### config.mk
export PLATFORM = sky130hd
export DESIGN_NAME = branch_redirect_ctrl_flat
export DESIGN_NICKNAME = d
export VERILOG_FILES = /design/src/rtl/branch_redirect_ctrl_if.sv /design/src/rtl/branch_redirect_ctrl.sv /design/src/flat_wrapper.sv
export SDC_FILE = /design/constraint.sdc
export NUM_CORES = 1
export LEC_CHECK = 0
export BUFFER_PORTS_ARGS = -buffer_cell sky130_fd_sc_hd__buf_2
export CORE_UTILIZATION = 43
export CTS_CLUSTER_SIZE = 28
export DETAILED_ROUTE_END_ITERATION = 10
export RECOVER_POWER = 50
export SYNTH_ARGS = -nofsm -noshare
export SYNTH_HDL_FRONTEND = slang
export SYNTH_SLANG_ARGS = --single-unit
### constraint.sdc
create_clock -name clk -period 11.4 [get_ports clk]
set_input_delay 2.28 -clock clk [delete_from_list [all_inputs] [get_ports clk]]
set_output_delay 2.28 -clock clk [all_outputs]
set_load 0.05 [all_outputs]
### src/rtl/branch_redirect_ctrl_if.sv
// Execute-to-control resolve bus plus the redirect handshake toward fetch.
// master: execute stage / fetch side (drives resolve info, accepts redirects)
// slave : branch_redirect_ctrl (consumes resolve info, issues redirects)
interface branch_redirect_ctrl_if #(
    parameter int XLEN = 32
);
    logic            ex_valid;
    logic            ex_is_branch;
    logic            ex_is_jump;
    logic            ex_br_taken;
    logic            ex_pred_taken;
    logic [XLEN-1:0] ex_pc;
    logic [XLEN-1:0] ex_target;
    logic            redirect_valid;
    logic [XLEN-1:0] redirect_pc;
    logic            redirect_ready;

    modport master (
        output ex_valid, ex_is_branch, ex_is_jump, ex_br_taken, ex_pred_taken,
        output ex_pc, ex_target, redirect_ready,
        input  redirect_valid, redirect_pc
    );

    modport slave (
        input  ex_valid, ex_is_branch, ex_is_jump, ex_br_taken, ex_pred_taken,
        input  ex_pc, ex_target, redirect_ready,
        output redirect_valid, redirect_pc
    );
endinterface

### src/rtl/branch_redirect_ctrl.sv
// Control-flow resolution for the 5-stage core: 2-bit-counter BHT for fetch
// prediction, mispredict detection, pipeline flush and a held redirect request
// that stays up until fetch accepts it.
module branch_redirect_ctrl #(
    parameter int XLEN      = 32,
    parameter int BHT_IDX_W = 6
) (
    input  logic                    clk,
    input  logic                    rst_n,
    input  logic [XLEN-1:0]         if_pc,
    output logic                    if_pred_taken,
    branch_redirect_ctrl_if.slave   br_if,
    output logic                    flush_if_id,
    output logic                    flush_id_ex,
    output logic                    ex_stall,
    output logic [31:0]             br_count,
    output logic [31:0]             mispred_count
);

    localparam int BHT_ENTRIES = 2 ** BHT_IDX_W;

    typedef enum logic {
        IDLE     = 1'b0,
        REDIRECT = 1'b1
    } state_t;

    state_t                 r_state;
    state_t                 w_state_nxt;
    logic                   r_redirect_valid;
    logic [XLEN-1:0]        r_redirect_pc;
    logic [31:0]            r_br_count;
    logic [31:0]            r_mispred_count;
    logic [1:0]             r_bht [BHT_ENTRIES];

    logic                   w_resolve;
    logic                   w_actual;
    logic                   w_mispred;
    logic [XLEN-1:0]        w_correct_pc;
    logic                   w_latch_redirect;
    logic                   w_bht_we;
    logic [BHT_IDX_W-1:0]   w_if_idx;
    logic [BHT_IDX_W-1:0]   w_ex_idx;

    // Word-aligned PCs: drop the two byte-offset bits when indexing the BHT.
    assign w_if_idx = if_pc[BHT_IDX_W+1:2];
    assign w_ex_idx = br_if.ex_pc[BHT_IDX_W+1:2];

    // Read port sees the pre-edge value, so a same-cycle update is not forwarded.
    assign if_pred_taken = r_bht[w_if_idx][1];

    // Resolution only while IDLE; anything arriving during a redirect is a squashed instruction.
    assign w_resolve    = br_if.ex_valid & (br_if.ex_is_branch | br_if.ex_is_jump) & (r_state == IDLE);
    assign w_actual     = br_if.ex_is_jump ? 1'b1 : br_if.ex_br_taken;
    assign w_mispred    = w_resolve & (w_actual != br_if.ex_pred_taken);
    assign w_correct_pc = w_actual ? br_if.ex_target
                                   : br_if.ex_pc + {{(XLEN-3){1'b0}}, 3'b100};
    // A op flagged as both branch and jump is treated as a jump and never trains the BHT.
    assign w_bht_we     = w_resolve & br_if.ex_is_branch & ~br_if.ex_is_jump;

    assign br_if.redirect_valid = r_redirect_valid;
    assign br_if.redirect_pc    = r_redirect_pc;
    assign br_count             = r_br_count;
    assign mispred_count        = r_mispred_count;

    // State register for the redirect sequencer.
    always_ff @(posedge clk or negedge rst_n) begin
        if (!rst_n) begin
            r_state <= IDLE;
        end else begin
            r_state <= w_state_nxt;
        end
    end

    // Next-state and flush/stall decode; flushes fire in the mispredict cycle itself.
    always_comb begin
        w_state_nxt      = r_state;
        flush_if_id      = 1'b0;
        flush_id_ex      = 1'b0;
        ex_stall         = 1'b0;
        w_latch_redirect = 1'b0;
        unique case (r_state)
            IDLE: begin
                if (w_mispred) begin
                    flush_if_id      = 1'b1;
                    flush_id_ex      = 1'b1;
                    w_latch_redirect = 1'b1;
                    w_state_nxt      = REDIRECT;
                end
            end
            REDIRECT: begin
                flush_if_id = 1'b1;
                flush_id_ex = 1'b1;
                ex_stall    = 1'b1;
                if (br_if.redirect_ready) begin
                    w_state_nxt = IDLE;
                end
            end
            default: w_state_nxt = IDLE;
        endcase
    end

    // Redirect request: captured on mispredict, held stable until fetch accepts it.
    always_ff @(posedge clk or negedge rst_n) begin
        if (!rst_n) begin
            r_redirect_valid <= 1'b0;
            r_redirect_pc    <= '0;
        end else if (w_latch_redirect) begin
            r_redirect_valid <= 1'b1;
            r_redirect_pc    <= w_correct_pc;
        end else if ((r_state == REDIRECT) && br_if.redirect_ready) begin
            r_redirect_valid <= 1'b0;
        end
    end

    // Free-running statistics, wrapping at 2**32.
    always_ff @(posedge clk or negedge rst_n) begin
        if (!rst_n) begin
            r_br_count      <= '0;
            r_mispred_count <= '0;
        end else begin
            if (w_resolve) begin
                r_br_count <= r_br_count + 32'd1;
            end
            if (w_mispred) begin
                r_mispred_count <= r_mispred_count + 32'd1;
            end
        end
    end

    // BHT training: saturating 2-bit counters, reset to weakly not-taken.
    always_ff @(posedge clk or negedge rst_n) begin
        if (!rst_n) begin
            for (int i = 0; i < BHT_ENTRIES; i++) begin
                r_bht[i] <= 2'b01;
            end
        end else if (w_bht_we) begin
            if (w_actual) begin
                if (r_bht[w_ex_idx] != 2'b11) begin
                    r_bht[w_ex_idx] <= r_bht[w_ex_idx] + 2'd1;
                end
            end else begin
                if (r_bht[w_ex_idx] != 2'b00) begin
                    r_bht[w_ex_idx] <= r_bht[w_ex_idx] - 2'd1;
                end
            end
        end
    end

endmodule

### src/flat_wrapper.sv
// flat-port wrapper written by rule: the top's interface ports become plain ports
module branch_redirect_ctrl_flat 
#(
    parameter int XLEN      = 32,
    parameter int BHT_IDX_W = 6
)
  (clk, rst_n, if_pc, if_pred_taken, flush_if_id, flush_id_ex, ex_stall, br_count, mispred_count, br_if_ex_valid, br_if_ex_is_branch, br_if_ex_is_jump, br_if_ex_br_taken, br_if_ex_pred_taken, br_if_ex_pc, br_if_ex_target, br_if_redirect_ready, br_if_redirect_valid, br_if_redirect_pc);
  branch_redirect_ctrl_if #(.XLEN(XLEN)) br_if_i ();
  input  logic clk;
  input  logic rst_n;
  input  logic [XLEN-1:0] if_pc;
  output logic if_pred_taken;
  output logic flush_if_id;
  output logic flush_id_ex;
  output logic ex_stall;
  output logic [31:0] br_count;
  output logic [31:0] mispred_count;
  input wire logic [$bits(br_if_i.ex_valid)-1:0] br_if_ex_valid;
  input wire logic [$bits(br_if_i.ex_is_branch)-1:0] br_if_ex_is_branch;
  input wire logic [$bits(br_if_i.ex_is_jump)-1:0] br_if_ex_is_jump;
  input wire logic [$bits(br_if_i.ex_br_taken)-1:0] br_if_ex_br_taken;
  input wire logic [$bits(br_if_i.ex_pred_taken)-1:0] br_if_ex_pred_taken;
  input wire logic [$bits(br_if_i.ex_pc)-1:0] br_if_ex_pc;
  input wire logic [$bits(br_if_i.ex_target)-1:0] br_if_ex_target;
  input wire logic [$bits(br_if_i.redirect_ready)-1:0] br_if_redirect_ready;
  output wire logic [$bits(br_if_i.redirect_valid)-1:0] br_if_redirect_valid;
  output wire logic [$bits(br_if_i.redirect_pc)-1:0] br_if_redirect_pc;
  assign br_if_i.ex_valid = br_if_ex_valid;
  assign br_if_i.ex_is_branch = br_if_ex_is_branch;
  assign br_if_i.ex_is_jump = br_if_ex_is_jump;
  assign br_if_i.ex_br_taken = br_if_ex_br_taken;
  assign br_if_i.ex_pred_taken = br_if_ex_pred_taken;
  assign br_if_i.ex_pc = br_if_ex_pc;
  assign br_if_i.ex_target = br_if_ex_target;
  assign br_if_i.redirect_ready = br_if_redirect_ready;
  assign br_if_redirect_valid = br_if_i.redirect_valid;
  assign br_if_redirect_pc = br_if_i.redirect_pc;
  branch_redirect_ctrl #(.XLEN(XLEN), .BHT_IDX_W(BHT_IDX_W)) u_core (.clk(clk), .rst_n(rst_n), .if_pc(if_pc), .if_pred_taken(if_pred_taken), .br_if(br_if_i), .flush_if_id(flush_if_id), .flush_id_ex(flush_id_ex), .ex_stall(ex_stall), .br_count(br_count), .mispred_count(mispred_count));
endmodule
[After elaboration in Yosys (flattened, before gate mapping)]
Cells that the tools add are included.
Storage, ports and cells
  word-level logic and storage cells: 119
  register bits after elaboration: 226
  input bits: 104
  output and inout port bits: 101
Cells by class
  bitwise gates (word level): 10
  reductions and logical operators: 6
  mux-type cells: 23
  $add $sub $neg: 5
  order comparisons: 3
  equality and inequality tests: 3
Operators with widths (count)
  $mux W128: 3
  $bwmux W128: 2
  $add A32 B1 Y32 const B: 2
  $add A32 B3 Y32 const B: 1
  $mux W32: 1
  $bmux W2 S6: 2
  $ge A7 B7 Y1 const B: 2
  $not A6 Y7: 2
  $demux W2 S6: 1
  $mux W2: 5
  $lt A7 B1 Y1 const B: 1
  $mux W1: 7
  $reduce_bool A2 Y1: 3
  $and A1 B1 Y1: 5
  $ne A2 B2 Y1 const B: 2
  $pmux W1 S2: 2
  $reduce_and A3 Y1: 1
  $add A2 B1 Y2 const B: 1
  $logic_and A1 B1 Y1: 2
  $not A1 Y1: 2
  $sub A2 B1 Y2 const B: 1
  $ne A1 B1 Y1: 1
  $or A1 B1 Y1: 1

[Depth between registers and ports, before layout]
Gate-level depths: netlist of the first run.
  depth after elaboration: 8
  mapped depth: 16
  depth with buffers taken out: 13

[Worst setup path before layout of the first run]
OpenSTA, ideal clock, no wires.
  path kind: input port to output port
  start: input if_pc[2]
  end: output if_pred_taken
  buffers on the path: 2
  data arrival time: 4.585 ns
  stages on the path: 7
  required time: 9.120 ns
  path slack: 4.535 ns
  cell sequence: clkbuf_1 buf_2 mux4_2 mux2i_1 a31oi_1 o21ai_0 o21ai_0
On the way
  longest elaborated chain between the ends: 4
Ends and longest elaborated chain
  start: declaration: RTL line flat_wrapper.sv:11  | input logic [XLEN-1:0] if_pc;
  $not A6 Y7 (implied by the code): RTL line branch_redirect_ctrl.sv:49  | assign if_pred_taken = r_bht[w_if_idx][1];
  $bmux W2 S6: RTL line branch_redirect_ctrl.sv:49
  $mux W2 (implied by the code) (2 in series): RTL line branch_redirect_ctrl.sv:49
  end: declaration: RTL line flat_wrapper.sv:12  | output logic if_pred_taken;
No other way between the ends. The select of a mux whose other input is x is not followed.

[Worst setup path in the final report of the first run]
  start: input br_if_ex_br_taken
  end: output flush_id_ex
On the way
  longest elaborated chain between the ends: 5
Ends and longest elaborated chain
  start: declaration: RTL line flat_wrapper.sv:21  | input wire logic [$bits(br_if_i.ex_br_taken)-1:0] br_if_ex_br_taken;
  $mux W1: RTL line branch_redirect_ctrl.sv:53  | assign w_actual = br_if.ex_is_jump ? 1'b1 : br_if.ex_br_taken;
  $ne A1 B1 Y1: RTL line branch_redirect_ctrl.sv:54  | assign w_mispred = w_resolve & (w_actual != br_if.ex_pred_taken);
  $and A1 B1 Y1: RTL line branch_redirect_ctrl.sv:54
  $mux W1: RTL line branch_redirect_ctrl.sv:83  | if (w_mispred) begin
  $pmux W1 S2: RTL line branch_redirect_ctrl.sv:81  | unique case (r_state)
  end: declaration: RTL line flat_wrapper.sv:14  | output logic flush_id_ex;
No other way between the ends.

==> flow_metrics.py, run 1 <==
metrics = {
    "clock_tree": {
        "post_cts_buffers": 0,
        "ctsHtreeMaxLevel": 1,
        "clock_latency_ps": 520,
        "clk_pin_slew_ps": 60,
        "cts_resized": 0,
        "cts_tree": "built",
        "ctsLongestPathBuffers": 3,
        "cts_sinks": 226,
        "cts_buffers": 25,
        "holdBufCountCts": 0,
        "root_buffer": "clkbuf_16",
    },
    "final_layout": {
        "fin_util": 0.5104,
        "antenna_cells": 0,
        "drive_gt1_frac": 0.3577,
        "final_common_cell": "dfrtp_1",
        "nNetsFinal": 1324,
        "mostFrequentLayoutCells": "162 x dfrtp_1, 143 x buf_2, 140 x mux2_2",
        "area_delta_synth_final_pct": 16.35,
    },
    "status": {
        "violations": "max-capacitance violations, max-slew violations",
        "status": "finished with violations",
    },
    "critical_path": {
        "arrival_ps": 5550,
        "cp-start-kind": "primary input",
        "critPathMaxFanout": 76,
        "required_ps": 9120,
        "critical_path_class": "in2out",
        "worst_setup_path_end_kind": "output pin",
    },
    "drt": {
        "met3WireLength_um": 1576,
        "antenna_left": 0,
        "routed_wl_um": 31540,
        "drc_errors": 0,
        "wl_met2_um": 14640,
        "vias_per_cell": 5.590,
        "drt_iter0_markers": 677,
        "firstDrtPassIters": 5,
        "num_vias": 8798,
        "avgRoutedWirePerCell_um": 20.04,
        "wl_met1_um": 14250,
        "top_layer": "met4",
    },
    "synthesis": {
        "syn_area_per_cell_um2": 11.27,
        "ys_warn_count": 0,
        "seq_area_frac_synth": 0.4838,
        "synth_area_um2": 11860,
        "ys_dominant_reg_cell": "dfrtp_1",
        "syn_inst": 1052,
        "syn-num-nets": 1161,
        "synth_async_sr_flop_share": 1.000,
        "ys_ff_latch": 226,
        "yosysUniqueCellTypes": 60,
        "synth-edff-count": 0,
    },
    "grt": {
        "grt_pass1_vias": 8781,
        "grt_overflow_total": 0,
        "antenna_found_initial": 0,
        "grt_max_degree": 100,
        "grt_usage": 0.2276,
        "grt_pass1_wl_um": 50380,
    },
    "die": {
        "coreArea_um2": 27030,
        "floorplan.initialDensity": 0.4387,
        "die_x_um": 168.0,
        "die_area_um2": 28240,
        "rows": 60,
        "die_y_um": 168.0,
        "ios": 205,
    },
    "sta": {
        "tns_ps": 0,
        "rsz0062_at_grt": "false",
        "finalCriticalPeriod_ps": 7834,
        "timing.final.hold_violations": 0,
        "worst_clock_skew_ps": 15.18,
        "maxSlewViolCount": 177,
        "finalCritPeriodShare": 0.6872,
        "fmax_ghz": 0.1277,
        "slew_headroom": -2.539,
        "worst_pin_slew_ps": 5308,
        "hold_ws_ps": 465.8,
        "setup_viol": 0,
    },
    "power": {
        "power_density_nw_per_um2": 161.2,
        "ir_worst_vdd_mv": 0.1001,
        "p_leak_nw": 6.275,
    },
    "placement": {
        "dpl.hpwl_um": 21460,
        "gp_congestion": 0.8343,
        "numPortBuffers": 178,
    },
    "hold_path": {
        "hp-class": "reg2reg",
    },
    "run": {
        "maxCapViolCount": 2,
    },
}
-- layout make-up --
| cell class | instances | area [um^2] |
|---|---|---|
| clock inverter | 11 | 132.6 |
| tap | 341 | 426.7 |
| inverter | 13 | 48.80 |
| clock buffer | 34 | 689.4 |
| multi-input combinational | 761 | 5842 |
| timing repair buffer | 188 | 918.4 |
| sequential | 226 | 5736 |
| fill | 2518 | 13230 |
-- synthesized netlist by cell type (3+ instances only) --
library cell	n	area share
a211oi_1	4	0.0025
a21oi_1	18	0.0076
a221oi_1	8	0.0059
a22oi_1	7	0.0044
and2_1	7	0.0037
and3_1	19	0.010
and4_1	4	0.0030
buf_1	8	0.0025
buf_2	9	0.0038
buf_4	5	0.0032
clkbuf_1	28	0.0089
dfrtp_1	162	0.34
dfstp_2	64	0.14
ha_1	5	0.0053
inv_1	13	0.0041
mux2_2	140	0.13
mux2i_1	31	0.026
mux4_2	31	0.059
nand2_1	114	0.036
nand2b_1	4	0.0021
nand3_1	44	0.019
nand3b_1	3	0.0019
nand4_1	20	0.011
nor2_1	102	0.032
nor2b_1	8	0.0042
nor3_1	12	0.0051
nor4_1	4	0.0021
o21ai_0	32	0.014
o221ai_1	5	0.0037
o22a_1	3	0.0022
o31ai_1	6	0.0038
or2_2	4	0.0021
or3_1	5	0.0026
xnor2_1	50	0.037
xor2_1	40	0.030
-- power by group --
part           internal (mW)  switching (mW)  total, mW
sequential             0.882          0.0584      0.940
clock                  0.490           0.330      0.820
combinational          0.117           0.346      0.463
total                   1.49           0.734       2.22
-- critical path: stages --
cell,delay (ps)
clkbuf_1,180
nor3b_1,80
o21ai_0,170
a21o_2,140
clkbuf_1,2110
nand2_1,230
buf_2,340
-- routing by layer --
metal | global-route usage | vias up
li1 | - | 4088
met1 | 0.3096 | 4383
met2 | 0.3696 | 258
met3 | 0.03150 | 69
met4 | 0.08815 | 0
met5 | 0 | -
-- worst paths after layout --
check                                                startpoint                                    to  slack, ps  cells past startpoint
max                                           br_if_ex_br_taken                           flush_id_ex       3570                      7
min                        u_core.mispred_count[31]$_DFFE_PN0P_  u_core.mispred_count[31]$_DFFE_PN0P_        470                      1
max reg2reg                                                flop          u_core.r_bht[69]$_DFFE_PN0P_       6630                     13
min reg2reg                u_core.mispred_count[31]$_DFFE_PN0P_  u_core.mispred_count[31]$_DFFE_PN0P_        470                      1
max in group asynchronous                                 rst_n         u_core.r_bht[113]$_DFFE_PN0P_       4730                      1
min in group asynchronous                                 rst_n          u_core.r_bht[41]$_DFFE_PN0P_       3700                      1
-- through the flow --
stage          instance area, um^2  worst slack [ps]  total power [mW]  std cells
2_1_floorplan                11860              4535             1.277       1052
3_3_place_gp                 13030              3735             1.420       1529
3_5_place_dp                 13030              3709             1.425       1529
4_1_cts                      13850              4253             2.253       1574
5_1_grt                      13790              3158             2.315       1574
6_report                     13790              3566             2.223       1574
-- cell families (layout without fill, tap and decap cells) --
family	after synthesis	count (layout)	synth area share
fa+ha+maj	5	5	0.005277
buf+inv	65	246	0.02438
xor+xnor	90	90	0.06649
flops	226	226	0.4838
mux	202	202	0.2180
simple gates	365	365	0.1472
compound gates	99	99	0.05478
(Power assumes the default switching activity.)
==> run 2, diff against run 1 <==
--- a/config.mk
+++ b/config.mk
@@ -9,6 +9,7 @@
 export CORE_UTILIZATION = 43
 export CTS_CLUSTER_SIZE = 28
 export DETAILED_ROUTE_END_ITERATION = 10
+export PLACE_DENSITY = 0.66
 export RECOVER_POWER = 50
 export SYNTH_ARGS = -nofsm -noshare
 export SYNTH_HDL_FRONTEND = slang
==> constraint.sdc (replaced) <==
create_clock -name clk -period 7.2 [get_ports clk]
set_input_delay 1.44 -clock clk [delete_from_list [all_inputs] [get_ports clk]]
set_output_delay 1.44 -clock clk [all_outputs]
set_load 0.05 [all_outputs]
==> run 2 against run 1 <==
Effect of this change: the flow still finishes with violations (max-capacitance violations, max-slew violations); worst setup slack worse by 2300 ps; die area is the same; final cell count increased by 0.89%; register-to-register slack got worse by 3900 ps; combinational power grew 57%; critical path depth unchanged; sequential share of layout area is 0.28 points lower; clock power increased by 56%; global-route usage decreased by 0.58 points; critical path type unchanged; highest routed layer unchanged.
==> flow_metrics.py, run 2 (synthesis results as in run 1) <==
metrics = {
    "die": {
        "ios": 205,
        "floorplan.initialDensity": 0.4387,
        "die_area_um2": 28240,
        "rows": 60,
        "die_y_um": 168.0,
        "coreArea_um2": 27030,
        "die_x_um": 168.0,
    },
    "clock_tree": {
        "cts_sinks": 226,
        "clock_latency_ps": 530,
        "ctsHtreeMaxLevel": 1,
        "clk_pin_slew_ps": 60,
        "root_buffer": "clkbuf_16",
        "post_cts_buffers": 0,
        "ctsLongestPathBuffers": 3,
        "cts_tree": "built",
        "holdBufCountCts": 0,
        "cts_resized": 0,
        "cts_buffers": 26,
    },
    "hold_path": {
        "holdCritStartpoint": "u_core.br_count[31]$_DFFE_PN0N_",
        "hp-class": "reg2reg",
    },
    "critical_path": {
        "arrival_ps": 4540,
        "slowest_delay_ps": 2000,
        "worst-path-buf-inv": 3,
        "cpMostUsedCell": "clkbuf_1",
        "crit_start": "br_if_ex_br_taken",
        "path_delay_family": "buffers and inverters",
        "critical_path_class": "in2out",
        "critPathMaxFanout": 76,
        "cp_slowest_cell": "clkbuf_1",
        "required_ps": 5760,
        "worst_setup_path_end_kind": "output pin",
        "crit_path_cell_trace": "clkbuf_1 -> nor3b_1 -> o21ai_0 -> a21o_2 -> clkbuf_1 -> nand2_1 -> buf_2",
        "cp-start-kind": "primary input",
    },
    "sta": {
        "setup_slack_ps": 1220,
        "fmax_ghz": 0.1672,
        "finalCriticalPeriod_ps": 5980,
        "rsz0062_at_grt": "false",
        "timing.final.hold_violations": 0,
        "worst_pin_slew_ps": 4639,
        "setup_viol": 0,
        "slew_headroom": -2.093,
        "worst_clock_skew_ps": 19.08,
        "maxSlewViolCount": 177,
        "tns_ps": 0,
        "finalCritPeriodShare": 0.8305,
    },
    "grt": {
        "grt_max_degree": 100,
        "antenna_found_initial": 0,
        "grt_pass1_vias": 8829,
        "grt_overflow_total": 0,
        "grt_pass1_wl_um": 49600,
        "grt_usage": 0.2218,
    },
    "run": {
        "maxCapViolCount": 2,
    },
    "placement": {
        "placed_area_um2": 13110,
        "gp_congestion": 0.8666,
        "pre_cts_ws_ps": 1075,
        "numPortBuffers": 178,
        "dpl.hpwl_um": 21460,
    },
    "final_layout": {
        "drive_gt1_frac": 0.3601,
        "fin_util": 0.5139,
        "nNetsFinal": 1336,
        "final_common_cell": "dfrtp_1",
        "area_delta_synth_final_pct": 17.15,
        "fin_area_um2": 13890,
        "mostFrequentLayoutCells": "162 x dfrtp_1, 140 x mux2_2, 137 x buf_2",
        "antenna_cells": 0,
    },
    "drt": {
        "num_vias": 8922,
        "firstDrtPassIters": 6,
        "vias_per_cell": 5.618,
        "drt_iter0_markers": 564,
        "drc_errors": 0,
        "antenna_left": 0,
        "avgRoutedWirePerCell_um": 19.54,
        "routed_wl_um": 31030,
    },
    "status": {
        "violations": "max-capacitance violations, max-slew violations",
        "status": "finished with violations",
    },
    "power": {
        "power_density_nw_per_um2": 251.9,
        "p_leak_nw": 6.321,
        "ir_worst_vdd_mv": 0.1361,
    },
}
==> run 2: cell count changes in the layout (fill, tap and decap cells not counted), sizes merged <==
cell,delta
bufinv,-2
clkbuf,+8
buf,+5
clkinv,+2
clkdlybuf4s25,+1
==> run 2: area by class of cell <==
class,instances,area (um^2)
sequential,226,5736
clock buffer,37,753.2
fill,2457,13140
timing repair buffer,199,999.7
tap,341,426.7
multi-input combinational,761,5842
clock inverter,11,82.58
inverter,13,48.80
==> run 2: worst paths after layout <==
| kind | end | slack, ps | depth (start not counted) |
|---|---|---|---|
| max | flush_id_ex | 1220 | 7 |
| min | u_core.br_count[31]$_DFFE_PN0N_ | 470 | 1 |
| max reg2reg | u_core.r_bht[35]$_DFFE_PN0P_ | 2740 | 14 |
| min reg2reg | u_core.br_count[31]$_DFFE_PN0N_ | 470 | 1 |
| max in group asynchronous | u_core.r_bht[17]$_DFFE_PN0P_ | 1650 | 2 |
| min in group asynchronous | u_core.r_bht[107]$_DFFE_PN0P_ | 2790 | 1 |
==> run 2: where the power goes <==
part           total [mW]  switching (mW)  leakage (nW)  internal [mW]
combinational       0.728           0.541          3.08          0.186
clock                1.28           0.522         0.418          0.762
sequential           1.49          0.0906          2.83           1.40
==> run 2: routing by layer <==
metal / GRT usage / part of all wire / up-vias
met4: 0.07339 / 0.031 / 0
met1: 0.3066 / 0.44 / 4416
li1: - / - / 4109
met2: 0.3558 / 0.46 / 331
met5: 0 / 0 / -
met3: 0.03620 / 0.068 / 66
==> run 2: per-stage QoR <==
stage                     std cells  power (mW)  hold slack (ps)
final                          1588       3.499            467.6
after global routing           1588       3.645            475.3
after CTS                      1588       3.548            463.2
after detailed placement       1540       2.251            451.8
after global placement         1540       2.239            452.5
after floorplan                1052       2.022            491.6
